### src/rtl/motor_pkg.sv
// ---------------------------------------------------------------------------
// motor_pkg
//   Shared definitions for the motor PWM driver:
//     - H-bridge direction codes (coast / forward / reverse / brake)
//     - per-channel state enum
//     - direction-to-state mapping and on-time computation helpers
//   No ports; imported by motor_channel and motor_pwm_driver.
// ---------------------------------------------------------------------------
package motor_pkg;

    localparam logic [1:0] DIR_COAST = 2'b00;
    localparam logic [1:0] DIR_FWD   = 2'b01;
    localparam logic [1:0] DIR_REV   = 2'b10;
    localparam logic [1:0] DIR_BRAKE = 2'b11;

    typedef enum logic [1:0] {
        ST_COAST = 2'b00,
        ST_DRIVE = 2'b01,
        ST_DEAD  = 2'b10,
        ST_BRAKE = 2'b11
    } ch_state_t;

    // Steady state a channel settles in for a given direction code.
    function automatic ch_state_t state_for_dir(input logic [1:0] dir);
        ch_state_t st;
        case (dir)
            DIR_COAST: st = ST_COAST;
            DIR_FWD:   st = ST_DRIVE;
            DIR_REV:   st = ST_DRIVE;
            DIR_BRAKE: st = ST_BRAKE;
            default:   st = ST_COAST;
        endcase
        return st;
    endfunction

    // On-time in clocks: min(duty*scale, period), product kept at 40 bits
    // so no combination of 8-bit duty and 32-bit scale can wrap.
    function automatic logic [31:0] on_time(input logic [7:0]  duty,
                                            input logic [31:0] scale,
                                            input logic [31:0] period);
        logic [39:0] prod;
        logic [31:0] on;
        prod = {32'd0, duty} * {8'd0, scale};
        if (prod > {8'd0, period}) begin
            on = period;
        end else begin
            on = prod[31:0];
        end
        return on;
    endfunction

endpackage

### src/rtl/motor_channel.sv
// ---------------------------------------------------------------------------
// motor_channel
//   One H-bridge channel: active direction/duty, COAST/DRIVE/DEAD/BRAKE FSM,
//   dead-time counter, on-time compare and registered pin outputs.
//   Ports:
//     i_clk, i_reset    clock, synchronous active-high reset
//     i_cnt             shared PWM period counter
//     i_apply           load i_dir/i_duty as the new active command
//     i_dir, i_duty     command being applied
//     i_force_coast     immediate coast with no dead-time (watchdog)
//     o_fwd, o_rev      registered H-bridge pins
// ---------------------------------------------------------------------------
module motor_channel
    import motor_pkg::*;
#(
    parameter int unsigned PERIOD_CYCLES = 10000,
    parameter int unsigned DUTY_SCALE    = 39,
    parameter int unsigned DEAD_CYCLES   = 100,
    parameter int unsigned CNT_W         = 14
) (
    input  logic             i_clk,
    input  logic             i_reset,
    input  logic [CNT_W-1:0] i_cnt,
    input  logic             i_apply,
    input  logic [1:0]       i_dir,
    input  logic [7:0]       i_duty,
    input  logic             i_force_coast,
    output logic             o_fwd,
    output logic             o_rev
);

    localparam int unsigned     DEAD_W    = (DEAD_CYCLES > 1) ? $clog2(DEAD_CYCLES) : 1;
    localparam logic [DEAD_W-1:0] DEAD_LAST = DEAD_W'(DEAD_CYCLES - 1);

    ch_state_t         r_state, w_state_next;
    logic [1:0]        r_dir, w_dir_next;
    logic [7:0]        r_duty, w_duty_next;
    logic [DEAD_W-1:0] r_dead, w_dead_next;
    logic              r_fwd, r_rev, w_fwd_next, w_rev_next;
    logic [31:0]       w_on;
    logic              w_drive;

    assign w_on    = on_time(r_duty, DUTY_SCALE, PERIOD_CYCLES);
    assign w_drive = ({{(32-CNT_W){1'b0}}, i_cnt} < w_on);

    // Next-state, dead-time countdown and pin decode.
    always_comb begin
        w_state_next = r_state;
        w_dir_next   = r_dir;
        w_duty_next  = r_duty;
        w_dead_next  = r_dead;
        w_fwd_next   = 1'b0;
        w_rev_next   = 1'b0;

        case (r_state)
            ST_COAST: begin
                w_fwd_next = 1'b0;
                w_rev_next = 1'b0;
            end
            ST_DRIVE: begin
                w_fwd_next = (r_dir == DIR_FWD) && w_drive;
                w_rev_next = (r_dir == DIR_REV) && w_drive;
            end
            ST_DEAD: begin
                w_fwd_next = 1'b0;
                w_rev_next = 1'b0;
            end
            ST_BRAKE: begin
                w_fwd_next = 1'b1;
                w_rev_next = 1'b1;
            end
            default: begin
                w_fwd_next = 1'b0;
                w_rev_next = 1'b0;
            end
        endcase

        if (i_force_coast) begin
            w_state_next = ST_COAST;
            w_dir_next   = DIR_COAST;
            w_dead_next  = {DEAD_W{1'b0}};
        end else if (i_apply) begin
            w_dir_next  = i_dir;
            w_duty_next = i_duty;
            // While already dead the window restarts toward the newest dir;
            // leaving a non-coast dir for a different one needs dead-time.
            if ((r_state == ST_DEAD) || ((i_dir != r_dir) && (r_dir != DIR_COAST))) begin
                w_state_next = ST_DEAD;
                w_dead_next  = DEAD_LAST;
            end else begin
                w_state_next = state_for_dir(i_dir);
                w_dead_next  = {DEAD_W{1'b0}};
            end
        end else if (r_state == ST_DEAD) begin
            if (r_dead == {DEAD_W{1'b0}}) begin
                w_state_next = state_for_dir(r_dir);
            end else begin
                w_dead_next = r_dead - DEAD_W'(1);
            end
        end else begin
            w_state_next = r_state;
        end
    end

    // State, active command and pin registers.
    always_ff @(posedge i_clk) begin
        if (i_reset) begin
            r_state <= ST_COAST;
            r_dir   <= DIR_COAST;
            r_duty  <= 8'd0;
            r_dead  <= {DEAD_W{1'b0}};
            r_fwd   <= 1'b0;
            r_rev   <= 1'b0;
        end else begin
            r_state <= w_state_next;
            r_dir   <= w_dir_next;
            r_duty  <= w_duty_next;
            r_dead  <= w_dead_next;
            r_fwd   <= w_fwd_next;
            r_rev   <= w_rev_next;
        end
    end

    assign o_fwd = r_fwd;
    assign o_rev = r_rev;

endmodule

### src/rtl/motor_pwm_driver.sv
// ---------------------------------------------------------------------------
// motor_pwm_driver
//   Two-channel H-bridge PWM driver. Commands {dir, duty} for motors A and B
//   are captured into shadow registers and applied only at PWM period
//   boundaries, so pulses are never truncated mid-period.
//   Optional feature macro: MOTOR_WDOG_EN -- when defined, WDOG_PERIODS
//   boundaries without an accepted command force both channels to coast.
//   Ports:
//     i_clk, i_reset                 clock, synchronous active-high reset
//     i_cmd_valid / o_cmd_ready      command handshake
//     i_cmd_dir_a/b, i_cmd_duty_a/b  command fields
//     o_mota_fwd/rev, o_motb_fwd/rev registered H-bridge pins
//     o_period_tick                  high in the cnt==0 cycle of each period
// ---------------------------------------------------------------------------
module motor_pwm_driver
    import motor_pkg::*;
#(
    parameter int unsigned PERIOD_CYCLES = 10000,
    parameter int unsigned DUTY_SCALE    = 39,
    parameter int unsigned DEAD_CYCLES   = 100
`ifdef MOTOR_WDOG_EN
    ,
    parameter int unsigned WDOG_PERIODS  = 8
`endif
) (
    input  logic       i_clk,
    input  logic       i_reset,
    input  logic       i_cmd_valid,
    output logic       o_cmd_ready,
    input  logic [1:0] i_cmd_dir_a,
    input  logic [1:0] i_cmd_dir_b,
    input  logic [7:0] i_cmd_duty_a,
    input  logic [7:0] i_cmd_duty_b,
    output logic       o_mota_fwd,
    output logic       o_mota_rev,
    output logic       o_motb_fwd,
    output logic       o_motb_rev,
    output logic       o_period_tick
);

    localparam int unsigned      CNT_W    = $clog2(PERIOD_CYCLES);
    localparam logic [CNT_W-1:0] CNT_LAST = CNT_W'(PERIOD_CYCLES - 1);

    logic [CNT_W-1:0] r_cnt;
    logic             r_pending;
    logic [1:0]       r_sh_dir_a, r_sh_dir_b;
    logic [7:0]       r_sh_duty_a, r_sh_duty_b;
    logic             w_boundary, w_accept, w_apply, w_wdog_fire;

    assign w_boundary    = (r_cnt == CNT_LAST);
    assign o_cmd_ready   = !r_pending && !i_reset;
    assign w_accept      = i_cmd_valid && o_cmd_ready;
    assign w_apply       = w_boundary && r_pending && !w_wdog_fire;
    // Decoded from the registered counter and gated by reset so the tick
    // is also present in the very first period after reset.
    assign o_period_tick = (r_cnt == {CNT_W{1'b0}}) && !i_reset;

    // PWM period counter, wraps at PERIOD_CYCLES-1.
    always_ff @(posedge i_clk) begin
        if (i_reset) begin
            r_cnt <= {CNT_W{1'b0}};
        end else if (w_boundary) begin
            r_cnt <= {CNT_W{1'b0}};
        end else begin
            r_cnt <= r_cnt + CNT_W'(1);
        end
    end

    // Shadow command registers and pending flag.
    always_ff @(posedge i_clk) begin
        if (i_reset) begin
            r_pending   <= 1'b0;
            r_sh_dir_a  <= DIR_COAST;
            r_sh_dir_b  <= DIR_COAST;
            r_sh_duty_a <= 8'd0;
            r_sh_duty_b <= 8'd0;
        end else if (w_wdog_fire) begin
            r_pending  <= 1'b0;
            r_sh_dir_a <= DIR_COAST;
            r_sh_dir_b <= DIR_COAST;
        end else if (w_apply) begin
            r_pending <= 1'b0;
        end else if (w_accept) begin
            r_pending   <= 1'b1;
            r_sh_dir_a  <= i_cmd_dir_a;
            r_sh_dir_b  <= i_cmd_dir_b;
            r_sh_duty_a <= i_cmd_duty_a;
            r_sh_duty_b <= i_cmd_duty_b;
        end else begin
            r_pending <= r_pending;
        end
    end

`ifdef MOTOR_WDOG_EN
    localparam int unsigned      WDOG_W    = $clog2(WDOG_PERIODS + 1);
    localparam logic [WDOG_W-1:0] WDOG_LAST = WDOG_W'(WDOG_PERIODS - 1);

    logic [WDOG_W-1:0] r_wdog_cnt;

    // An accept in the boundary cycle itself resets the count, so that
    // boundary is not counted and cannot fire.
    assign w_wdog_fire = w_boundary && !w_accept && (r_wdog_cnt == WDOG_LAST);

    // Boundaries seen since the last accepted command; restarts after firing.
    always_ff @(posedge i_clk) begin
        if (i_reset) begin
            r_wdog_cnt <= {WDOG_W{1'b0}};
        end else if (w_accept || w_wdog_fire) begin
            r_wdog_cnt <= {WDOG_W{1'b0}};
        end else if (w_boundary) begin
            r_wdog_cnt <= r_wdog_cnt + WDOG_W'(1);
        end else begin
            r_wdog_cnt <= r_wdog_cnt;
        end
    end
`else
    assign w_wdog_fire = 1'b0;
`endif

    motor_channel #(
        .PERIOD_CYCLES (PERIOD_CYCLES),
        .DUTY_SCALE    (DUTY_SCALE),
        .DEAD_CYCLES   (DEAD_CYCLES),
        .CNT_W         (CNT_W)
    ) u_chan_a (
        .i_clk         (i_clk),
        .i_reset       (i_reset),
        .i_cnt         (r_cnt),
        .i_apply       (w_apply),
        .i_dir         (r_sh_dir_a),
        .i_duty        (r_sh_duty_a),
        .i_force_coast (w_wdog_fire),
        .o_fwd         (o_mota_fwd),
        .o_rev         (o_mota_rev)
    );

    motor_channel #(
        .PERIOD_CYCLES (PERIOD_CYCLES),
        .DUTY_SCALE    (DUTY_SCALE),
        .DEAD_CYCLES   (DEAD_CYCLES),
        .CNT_W         (CNT_W)
    ) u_chan_b (
        .i_clk         (i_clk),
        .i_reset       (i_reset),
        .i_cnt         (r_cnt),
        .i_apply       (w_apply),
        .i_dir         (r_sh_dir_b),
        .i_duty        (r_sh_duty_b),
        .i_force_coast (w_wdog_fire),
        .o_fwd         (o_motb_fwd),
        .o_rev         (o_motb_rev)
    );

endmodule
### config.mk
export PLATFORM = sky130hd
export DESIGN_NAME = motor_pwm_driver
export DESIGN_NICKNAME = d
export VERILOG_FILES = /design/src/rtl/motor_pkg.sv /design/src/rtl/motor_channel.sv /design/src/rtl/motor_pwm_driver.sv
export SDC_FILE = /design/constraint.sdc
export NUM_CORES = 1
export LEC_CHECK = 0
export CAP_MARGIN = 20
export CORE_MARGIN = 3
export CORE_UTILIZATION = 45
export CTS_BUF_LIST = sky130_fd_sc_hd__clkbuf_8
export DETAILED_ROUTE_END_ITERATION = 16
export PLACE_DENSITY_LB_ADDON = 0.15
export SETUP_SLACK_MARGIN = 0.4
export SLEW_MARGIN = 25
export SYNTH_ARGS = -nofsm -noshare
export SYNTH_HDL_FRONTEND = slang
export SYNTH_SLANG_ARGS = --single-unit
### constraint.sdc
create_clock -name i_clk -period 4.7 [get_ports i_clk]
set_input_delay 0.94 -clock i_clk [delete_from_list [all_inputs] [get_ports i_clk]]
set_output_delay 0.94 -clock i_clk [all_outputs]
set_load 0.01 [all_outputs]
==> summary.txt, run 1 <==
Die
  • Die Ht: 120 um
  • IO Pins: 29
  • FP Rows: 40
  • Die area: 0.0143 sq mm
  • Die Width: 120 um
  • Initial Utilization: 47.3%
  • CORE AREA: 0.0123 sq mm

Logic synthesis
  • Post-Syn Area per Cell: 8.12 sq um
  • Yosys top cell area share: 26.5%
  • Post-Syn Area: 0.00582 sq mm
  • Post-synth EDFFs: 0
  • Synth top area cells: dfxtp_1 (26%), ha_1 (16%), fa_1 (7.6%), nand2_1 (6.2%), inv_1 (5.2%)
  • Post-synth top area cell: dfxtp_1
  • Yosys reg bits: 77
  • Post-synthesis cell type count: 57
  • Syn Inst Count: 717
  • Sequential fraction of the synthesis area: 26.5%
  • Post-synth top cells: nand2_1 (96), inv_1 (80), dfxtp_1 (77)
  • Asr flop ratio synth: 0%
  • Cell with the most instances after synthesis: nand2_1
  • Net Count, Synth: 838
  • Ys Warns: 0
  • Synth Flop Type: dfxtp_1

Pwr
  • Switching share of total power: 24.4%
  • Combinational Power Share: 7.1%
  • Seq pwr share: 50.4%
  • Max IR drop VDD: 186 uV
  • Leakage: 3.20 nW
  • Internal power: 1.02 mW
  • Switching power: 329 uW
  • Clock network power share: 42.6%
  • Power Density: 185 mW/mm^2

Cells and area
  • Final core utilization: 59.1%
  • Area Growth Syn to Fin: 25.1%
  • Non-Filler Instances: 967
  • Layout cell share with drive strength beyond 1: 20.2%
  • ANT cells: 0
  • Nets@finish: 915
  • Filler cells: 1,100

Global route
  • First-pass GRT wire length: 22.7 mm
  • Largest net degree at the start of global routing: 64
  • Vias in the first global route: 4,802
  • Initial antenna violation count: 0
  • Gr ovfl total: 0
  • Tot GR Track Use: 19.1%

Placement
  • Number of I/O port buffers: 28
  • Detailed Place HPWL: 9.85 mm
  • Placed cell count: 929
  • RePlAce Congestion: 0.835

Timing
  • Hold slack: 0.449 ns
  • Max Fclk: 0.207 GHz
  • Final-report hold violation count: 0
  • Final setup viols: 2
  • Slew HR: 57.5%
  • RSZ-0062 raised after global routing: yes
  • Final setup margin: -0.143 ns
  • Worst-margin pin slew: 0.638 ns
  • Fin crit period: 4.84 ns
  • Final TNS setup: -0.278 ns
  • Max Slew Vio Count: 0
  • Final period util: 103%
  • Final Skew: 0.00592 ns

Critical path
  • CP peak stage delay: 0.55 ns
  • FF-to-FF path depth: 24
  • Worst path depth: 24
  • Crit path kind: reg2reg
  • Top delay family on crit path: adder cells
  • Critical path required time: 5.01 ns
  • Critical path, cell by cell: inv_4, fa_1, inv_2, ha_4, inv_2, fa_1, inv_2, ha_4, a21o_1, a21o_1, nor2_2, o311a_1, a21oi_2, o21ai_4, buf_6, buf_4, nand2_1, ha_1, a21oi_1, nor2b_1, o21ai_0, nand2_1, or3_1, o21ai_1
  • CP startpoint kind: register
  • Crit Path Max Fanout: 6
  • Worst path slowest cell: fa_1
  • WP buf/inv: 6
  • Worst Setup End Kind: register
  • Crit path top cell by count: inv_2
  • Critical path arrival: 5.15 ns

Clock network
  • Latest clock arrival within the worst-skew pair: 0.37 ns
  • Worst-path clk slew: 0.09 ns
  • Total CTS buffers: 9
  • Max clock buf depth: 2
  • TritonCTS clock tree: yes
  • Root buffer cell: clkbuf_8
  • CTS sink count: 77
  • H-tree Lvls: 3

Flow run
  • Max Cap Violations: 0

Route
  • WL final: 13.4 mm
  • DRT antenna net count: 0
  • WL/cell: 13.8 um
  • 1st-pass router iterations: 5
  • Vias: 5,049
  • Iter 0 DRT Violations: 228
  • DRC: 0
  • Vias/cell: 5.22

Min path
  • WHS Path Cells: 2
  • Hold Crit Class: reg2reg

Status
  • Failing checks: negative setup slack
  • Outcome: finished with violations
cell families after synthesis:
kind of cell | synth area share, %
AO/OA/AOI/OAI | 16.4
multiplexers | 0.172
AND/OR/NAND/NOR | 21.5
flip-flops | 26.5
buffers and inverters | 6.38
XOR/XNOR | 5.12
adder cells (fa/ha/maj) | 23.9
sequential cells by signal, indices dropped and copies added (netlist names):
register / count
r_sh_dir_b: 2
r_sh_duty_a: 8
r_sh_duty_b: 8
u_chan_a.o_rev: 1
r_pending: 1
u_chan_a.r_dead: 7
u_chan_b.r_state: 2
u_chan_b.o_fwd: 1
r_sh_dir_a: 2
u_chan_b.o_rev: 1
u_chan_b.r_duty: 8
u_chan_a.r_dir: 2
u_chan_a.r_duty: 8
u_chan_b.r_dead: 7
r_cnt: 14
u_chan_a.o_fwd: 1
u_chan_b.r_dir: 2
u_chan_a.r_state: 2
layout by cell type (no fill, tap or decap), drive strengths merged, types with 3 or more instances in the layout:
master / netlist / layout
clkdlybuf4s50: 0 / 27
nor3: 17 / 17
o211ai: 3 / 3
dfxtp: 77 / 77
clkbuf: 15 / 9
xor2: 15 / 15
and4: 3 / 3
a211oi: 6 / 6
a21o: 12 / 12
xnor2: 19 / 19
nand3: 17 / 17
nor2: 52 / 52
and2b: 5 / 5
nor4: 7 / 7
and3: 7 / 7
nand4: 7 / 7
fa: 22 / 22
nand2b: 27 / 27
a21oi: 51 / 51
nor2b: 8 / 8
nand2: 96 / 96
and2: 3 / 3
or3: 3 / 3
o21ai: 41 / 41
inv: 80 / 83
o21a: 6 / 6
or2: 3 / 3
a2111oi: 3 / 3
buf: 3 / 57
o31ai: 6 / 6
ha: 76 / 76
layer usage:
layer  part of all wire [%]  track usage, %  up-vias
met4                    1.2            5.01        0
met2                     44            28.6       82
li1                       -               -     2588
met5                      0               0        -
met1                     50            28.5     2365
met3                    4.0            3.16       14
worst min-delay path, stage by stage, from the launching register on:
cell and delay (ns):
dfxtp_1 0.32, nand2_1 0.05, a21oi_1 0.05
power by group through the flow:
stage	clock network (mW)	logic (mW)	registers [mW]
floorplan	0	0.0477	0.690
global placement	0	0.0831	0.693
detailed placement	0	0.0858	0.693
CTS	0.592	0.0880	0.678
global route	0.619	0.106	0.681
finish	0.573	0.0951	0.678
final timing paths:
path                                    startpoint                 end  slack, ns
worst min-delay path                r_sh_duty_b[7]  u_chan_b.r_duty[7]       0.45
worst max-delay path            u_chan_b.r_duty[5]      u_chan_b.o_rev      -0.14
worst max register to register  u_chan_b.r_duty[5]      u_chan_b.o_rev      -0.14
worst min register to register      r_sh_duty_b[7]  u_chan_b.r_duty[7]       0.45
through the flow:
| step | cell area (sq um) | total power [mW] | setup slack (ns) |
|---|---|---|---|
| 4_1_cts | 6920 | 1.36 | -0.0984 |
| 3_5_place_dp | 6580 | 0.779 | -0.170 |
| 2_1_floorplan | 5910 | 0.738 | 0.177 |
| 3_3_place_gp | 6580 | 0.776 | -0.0652 |
| 5_1_grt | 7280 | 1.41 | -0.377 |
| 6_report | 7280 | 1.35 | -0.143 |
final cells by class:
cell class | count | area, sq um | area share [%]
Inverter | 80 | 308 | 4.23
Timing Repair Buffer | 84 | 707 | 9.71
Tap cell | 168 | 210 | 2.89
Clock inverter | 7 | 97.6 | 1.34
Clock buffer | 9 | 124 | 1.70
Sequential cell | 77 | 1560 | 21.4
Multi-Input combinational cell | 542 | 4280 | 58.7
repair_timing:
item                       CTS  global route
setup endpoints to repair    4             4
resized for setup           13            59
hold endpoints to repair     0             0
hold buffers                 0             0
pin swaps                   22            34
buffers inserted            11            11
(Power assumes the default switching activity.)
==> run 2: changes to the inputs <==
--- a/config.mk
+++ b/config.mk
@@ -6,7 +6,6 @@
 export NUM_CORES = 1
 export LEC_CHECK = 0
 export CAP_MARGIN = 20
-export CORE_MARGIN = 3
 export CORE_UTILIZATION = 45
 export CTS_BUF_LIST = sky130_fd_sc_hd__clkbuf_8
 export DETAILED_ROUTE_END_ITERATION = 16
==> run 2 against run 1 <==
Net effect:
- the flow still finishes with violations (negative setup slack)
- core utilization decreased by 1.1 points
- via count increased by 0.24%
- worst setup slack gained 0.033 ns
- sequential power hardly changed
- clock-buffer cell count increased by 1
- global-route usage rose by 2.7 points
- combinational power decreased by 4.6%
- first-iteration DRC count rose by 7.5%
- hold slack barely moved
- largest power group unchanged
- routed wire length is 0.10% higher
- highest routed layer unchanged
- flip-flop and latch count unchanged
- clock power is 3.8% higher
==> summary.txt, run 2 (synthesis results as in run 1) <==
Cells and area
  • Reg area: 0.00156 sq mm (-0.16%)
  • Layout cell share with drive strength beyond 1: 19.4% (-0.72 points)
  • ANT cells: 0 (unchanged)
  • Multi-input gate area in the final layout: 0.00425 sq mm (-0.70%)
  • Most common cell after layout, fill and taps aside: nand2_1
  • Nets@finish: 924 (+0.98%)
  • Filler cells: 1,145 (+4.1%)
  • Most frequent cells in the layout: nand2_1 (96), dfxtp_1 (67), inv_1 (64), buf_4 (64), ha_1 (61)
  • Register with the most flip-flops: r_cnt
  • Final core utilization: 58.0% (-1.1 points)
  • Largest register FFs: 14 (unchanged)
  • Area Growth Syn to Fin: 25.8%

Die
  • Die area: 0.0134 sq mm (-6.6%)
  • Die Width: 116 um (-3.3%)
  • Die Ht: 116 um (-3.3%)
  • IO Pins: 29 (unchanged)
  • CORE AREA: 0.0126 sq mm (+2.5%)
  • FP Rows: 41 (+2.5%)
  • Initial Utilization: 46.1% (-1.2 points)

Global route
  • GR Layer Usage met2: 34.6% (+6.0 points)
  • First-pass GRT wire length: 22.8 mm (+0.27%)
  • Vias in the first global route: 4,869 (+1.4%)
  • Global routing's busiest layer: met2
  • Gr ovfl total: 0 (unchanged)
  • GR Util met3: 3.87% (+0.71 points)
  • Met1 Resource Use GR: 30.3% (+1.8 points)
  • Initial antenna violation count: 0 (unchanged)
  • Largest net degree at the start of global routing: 63 (-1.6%)
  • Tot GR Track Use: 21.8% (+2.7 points)

Critical path
  • Worst path slowest cell: fa_1
  • R2R Path End: u_chan_b.o_fwd
  • Critical path arrival: 5.13 ns (-0.02 ns)
  • Crit Path Max Fanout: 4 (-2)
  • WP buf/inv: 5 (-1)
  • R2R Setup Slk: -0.11 ns (+0.03 ns)
  • FF-to-FF path depth: 24 (unchanged)
  • CP Launch Point: u_chan_b.r_duty[5]
  • FF-to-FF Start: u_chan_b.r_duty[5]
  • CP startpoint kind: register
  • Critical path, cell by cell: inv_4, fa_1, inv_2, ha_4, inv_2, fa_1, inv_2, ha_4, a21o_1, a21o_1, nor2_1, o311a_1, a21oi_2, o21ai_4, buf_4, nor2b_1, ha_1, and4_1, o21ai_2, a21oi_1, nor2_1, nand2_1, or3_1, o21ai_1
  • Critical path required time: 5.02 ns (about the same)
  • Crit path top cell by count: inv_2
  • CP peak stage delay: 0.55 ns (about the same)
  • Crit path kind: reg2reg
  • Top delay family on crit path: adder cells
  • Worst Setup End Kind: register

Timing
  • Final Skew: 0.00656 ns (+0.000644 ns)
  • Worst-margin pin slew: 0.667 ns (+0.0286 ns)
  • Final period util: 102% (-0.71 points)
  • Max Slew Vio Count: 0 (unchanged)
  • Final-report hold violation count: 0 (unchanged)
  • Fin crit period: 4.81 ns (-0.0334 ns)
  • Slew HR: 55.5% (-1.9 points)
  • Final setup viols: 4 (+2)
  • RSZ-0062 raised after global routing: yes
  • Max Fclk: 0.208 GHz (+0.69%)
  • Final setup margin: -0.109 ns (+0.0334 ns)
  • Hold slack: 0.450 ns (+0.000204 ns)

Min path
  • Hold Crit Class: reg2reg
  • WHS Path Cells: 2 (unchanged)
  • Hold path start: r_sh_duty_b[5]
  • Hold Path Sink: u_chan_b.r_duty[5]

Clock network
  • Latest clock arrival within the worst-skew pair: 0.38 ns (about the same)
  • TritonCTS clock tree: yes
  • Worst-path clk slew: 0.09 ns (about the same)
  • Max clock buf depth: 2 (unchanged)
  • H-tree Lvls: 3 (unchanged)
  • Total CTS buffers: 9 (unchanged)
  • CTS sink count: 77 (unchanged)
  • Root buffer cell: clkbuf_8
  • CTS Hold Bufs: 0 (unchanged)

Route
  • Vias: 5,061 (+0.24%)
  • Vias/cell: 5.16 (-1.1%)
  • DRC: 0 (unchanged)
  • Iter 0 DRT Violations: 245 (+7.5%)
  • WL/cell: 13.7 um (-1.2%)
  • WL final: 13.4 mm (+0.10%)
  • 1st-pass router iterations: 4 (-1)
  • DRT antenna net count: 0 (unchanged)

Placement
  • Detailed Place HPWL: 9.89 mm (+0.38%)
  • RePlAce Congestion: 0.789 (-5.6%)
  • Number of I/O port buffers: 28 (unchanged)

Status
  • Outcome: finished with violations
  • Failing checks: negative setup slack

Pwr
  • Power Density: 186 mW/mm^2 (+0.69%)
  • Leakage: 3.22 nW (+0.76%)
  • Max IR drop VDD: 157 uV (-16%)

Flow run
  • Max Cap Violations: 0 (unchanged)
[run 2: cell count changes in the layout (fill, tap and decap cells not counted), sizes merged]
cell	change
buf	+9
clkbuf	+1
inv	-1
[run 2: worst max path at each step]
stage | end | slack (ns) | cells after the start
after detailed placement | u_chan_b.o_rev | -0.15 | 24
after global placement | u_chan_b.o_fwd | -0.02 | 24
after global routing | u_chan_b.o_fwd | -0.34 | 24
after CTS | u_chan_a.o_rev | -0.05 | 22
after floorplan | u_chan_b.o_rev | 0.18 | 24
final | u_chan_b.o_fwd | -0.11 | 24
[run 2: report_power, final]
part	switching, mW	total (mW)	internal (mW)
Sequential	0.0124	0.678	0.666
Combinational	0.0429	0.0907	0.0478
Clock	0.277	0.595	0.318
Total	0.333	1.36	1.03
[run 2: metal layers]
layer  vias to the layer above  share of wire [%]
li1                       2610                  -
met1                      2378                 51
met2                        62                 46
met3                        11                2.7
met4                         0                1.0
met5                         -                  0
[run 2: what timing repair did]
action / CTS / global route
resized for setup: 36 / 18
endpoints found under the setup margin: 4 / 4
buffers inserted: 25 / 5
pin swaps: 34 / 18
[run 2: through the flow]
stage	cells	setup TNS, ns	setup WS (ns)	cell area (sq um)	power, mW
floorplan	717	0	0.177	5910	0.738
global placement	934	-0.0457	-0.0231	6590	0.776
detailed placement	934	-0.366	-0.152	6590	0.779
CTS	975	-0.149	-0.0476	7190	1.38
global route	980	-1.10	-0.336	7320	1.42
finish	980	-0.304	-0.109	7320	1.36
[run 2: layout make-up]
| cell class | count | area share, % |
|---|---|---|
| clock buffer | 10 | 1.88 |
| sequential | 77 | 21.3 |
| inverter | 80 | 4.20 |
| timing repair buffer | 93 | 10.5 |
| clock inverter | 6 | 1.28 |
| tap | 172 | 2.94 |
| multi-input combinational | 542 | 58.0 |
[run 2: worst reg2reg max path: cells and delay by family (launching register included)]
family / cells / cell delay, ns
fa+ha+maj: 5 / 1.87
simple gates: 6 / 0.94
compound gates: 8 / 1.28
buf+inv: 5 / 0.32
flops: 1 / 0.36
==> run 3: changes to the inputs <==
--- a/config.mk
+++ b/config.mk
@@ -6,7 +6,7 @@
 export NUM_CORES = 1
 export LEC_CHECK = 0
 export CAP_MARGIN = 20
-export CORE_UTILIZATION = 45
+export CORE_UTILIZATION = 57
 export CTS_BUF_LIST = sky130_fd_sc_hd__clkbuf_8
 export DETAILED_ROUTE_END_ITERATION = 16
 export PLACE_DENSITY_LB_ADDON = 0.15
==> run 3 against run 2 <==
Net effect:
- the flow still finishes with violations (negative setup slack)
- final area fell by 3.0%
- clock-buffer cell count shrank 1
- fmax fell by 2.5%
- highest routed layer unchanged
- die area decreased by 21%
- clock power decreased by 3.9%
- critical endpoint unchanged
- via count rose by 1.3%
==> summary.txt, run 3 (synthesis results as in run 1) <==
Status
  • Outcome: finished with violations
  • Failing checks: negative setup slack

Cells and area
  • Register with the most flip-flops: r_cnt
  • Filler cells: 777 (-32%)
  • Reg area: 0.00156 sq mm (about the same)
  • Most frequent cells in the layout: nand2_1 (96), dfxtp_1 (66), inv_1 (65)
  • Most common cell after layout, fill and taps aside: nand2_1
  • Final Cell Area: 0.00710 sq mm (-3.0%)
  • Multi-input gate area in the final layout: 0.00424 sq mm (about the same)
  • Area Growth Syn to Fin: 22.1%
  • Layout cell share with drive strength beyond 1: 17.6% (-1.8 points)
  • Largest register FFs: 14 (unchanged)
  • Nets@finish: 905 (-2.1%)
  • ANT cells: 0 (unchanged)

Clock network
  • Max clock buf depth: 2 (unchanged)
  • H-tree Lvls: 3 (unchanged)
  • Total CTS buffers: 9 (unchanged)
  • CTS sink count: 77 (unchanged)
  • Latest clock arrival within the worst-skew pair: 0.35 ns (-0.03 ns)
  • Root buffer cell: clkbuf_8
  • TritonCTS clock tree: yes
  • Worst-path clk slew: 0.09 ns (about the same)

Timing
  • RSZ-0062 raised after global routing: yes
  • Final setup viols: 4 (unchanged)
  • Final setup margin: -0.233 ns (-0.124 ns)
  • Max Slew Vio Count: 0 (unchanged)
  • Final period util: 105% (+2.6 points)
  • Max Fclk: 0.203 GHz (-2.5%)
  • Slew HR: 56.6% (+1.1 points)
  • Worst-margin pin slew: 0.649 ns (-0.0176 ns)
  • Final Skew: 0.0119 ns (+0.00534 ns)
  • Fin crit period: 4.93 ns (+0.124 ns)
  • Final-report hold violation count: 0 (unchanged)

Die
  • IO Pins: 29 (unchanged)
  • FP Rows: 36 (-12%)
  • Die area: 0.0106 sq mm (-21%)
  • Initial Utilization: 59.3% (+13 points)
  • Die Width: 103 um (-11%)
  • Die Ht: 103 um (-11%)
  • CORE AREA: 0.00982 sq mm (-22%)

Flow run
  • Max Cap Violations: 0 (unchanged)

Global route
  • Initial antenna violation count: 0 (unchanged)
  • Gr ovfl total: 0 (unchanged)
  • Vias in the first global route: 5,096 (+4.7%)
  • Largest net degree at the start of global routing: 63 (unchanged)
  • First-pass GRT wire length: 23.2 mm (+1.9%)
  • Tot GR Track Use: 28.1% (+6.2 points)

Pwr
  • Max IR drop VDD: 205 uV (+31%)
  • Total power after layout: 1.34 mW (-1.7%)
  • Power Density: 189 mW/mm^2 (+1.3%)
  • Leakage: 3.09 nW (-4.1%)

Critical path
  • Worst Setup End Kind: register
  • Critical path required time: 4.99 ns (-0.03 ns)
  • Crit Path Max Fanout: 7 (+3)
  • Crit path kind: reg2reg
  • Critical path arrival: 5.22 ns (+0.09 ns)
  • CP startpoint kind: register

Placement
  • Cell Area, Placed: 0.00650 sq mm (-1.4%)
  • Number of I/O port buffers: 28 (unchanged)
  • Detailed Place HPWL: 10.2 mm (+3.1%)
  • RePlAce Congestion: 0.861 (+9.2%)

Route
  • DRC: 0 (unchanged)
  • 1st-pass router iterations: 4 (unchanged)
  • Vias: 5,128 (+1.3%)
  • WL final: 14.1 mm (+4.9%)
  • Iter 0 DRT Violations: 270 (+10%)
  • WL/cell: 15.3 um (+12%)
  • Vias/cell: 5.56 (+7.7%)
  • DRT antenna net count: 0 (unchanged)

Min path
  • Hold Crit Class: reg2reg
-- run 3: cell count changes in the layout (fill, tap and decap cells not counted), sizes merged --
cell | previous run | this run
buf | 66 | 46
inv | 82 | 83
a21o | 12 | 13
clkbuf | 10 | 9
-- run 3: path summary, 6_finish.rpt --
check                     start                 end  slack, ns  depth (start not counted)
max          u_chan_b.r_duty[4]      u_chan_b.o_fwd      -0.23                         22
min              r_sh_duty_b[6]  u_chan_b.r_duty[6]       0.46                          2
max reg2reg  u_chan_b.r_duty[4]      u_chan_b.o_fwd      -0.23                         22
min reg2reg      r_sh_duty_b[6]  u_chan_b.r_duty[6]       0.46                          2
-- run 3: final cells by class --
| type | instances | area share, % |
|---|---|---|
| clock buffer | 9 | 1.74 |
| clock inverter | 7 | 1.37 |
| inverter | 80 | 4.26 |
| multi-input combinational | 543 | 59.7 |
| sequential | 77 | 21.9 |
| tap | 133 | 2.34 |
| timing repair buffer | 73 | 8.63 |
-- run 3: metal layers --
| layer | global-route usage [%] | part of all wire (%) | routed length (um) | vias up |
|---|---|---|---|---|
| li1 | - | - | - | 2569 |
| met1 | 38.6 | 46 | 6500 | 2395 |
| met2 | 45.7 | 47 | 6620 | 139 |
| met3 | 3.32 | 4.9 | 693 | 25 |
| met4 | 9.32 | 1.8 | 252 | 0 |
| met5 | 0 | 0 | 0 | - |
-- run 3: power by group --
part	internal [mW]	total, mW	switching (mW)
sequential	0.666	0.679	0.0129
clock	0.302	0.572	0.269
combinational	0.0469	0.0901	0.0432
-- run 3: worst max-delay path, stage by stage (launching register included) --
cell and delay, ns:
dfxtp_1 0.35, inv_2 0.07, fa_1 0.55, inv_1 0.04
ha_1 0.30, fa_2 0.51, ha_4 0.19, a21o_1 0.21
a21oi_4 0.22, a21oi_4 0.09, o2111a_1 0.27, a211oi_4 0.33
o21ai_4 0.12, nand2b_1 0.13, ha_4 0.22, a21oi_2 0.14
nor2b_1 0.06, o21ai_1 0.14, a21oi_1 0.10, o211ai_1 0.17
nand2_1 0.12, or3_1 0.40, o21ai_1 0.14
-- run 3: per-stage QoR --
step	TNS [ns]	std cells	hold WS (ns)	utilization (%)	worst slack [ns]
final	-0.454	922	0.457	72.3	-0.233
after global routing	-1.42	922	0.477	72.3	-0.468
after CTS	-0.287	919	0.456	70.8	-0.0958
after detailed placement	-0.372	889	0.443	66.2	-0.168
after global placement	-0.0132	889	0.434	66.2	-0.00786
after floorplan	0	717	0.422	-	0.177
-- run 3: what timing repair did --
item	CTS	global route
gates resized for setup	30	23
hold buffers	0	0
setup buffers	13	3
endpoints found under the setup margin	4	4
gates cloned	1	0
pin swaps	29	34
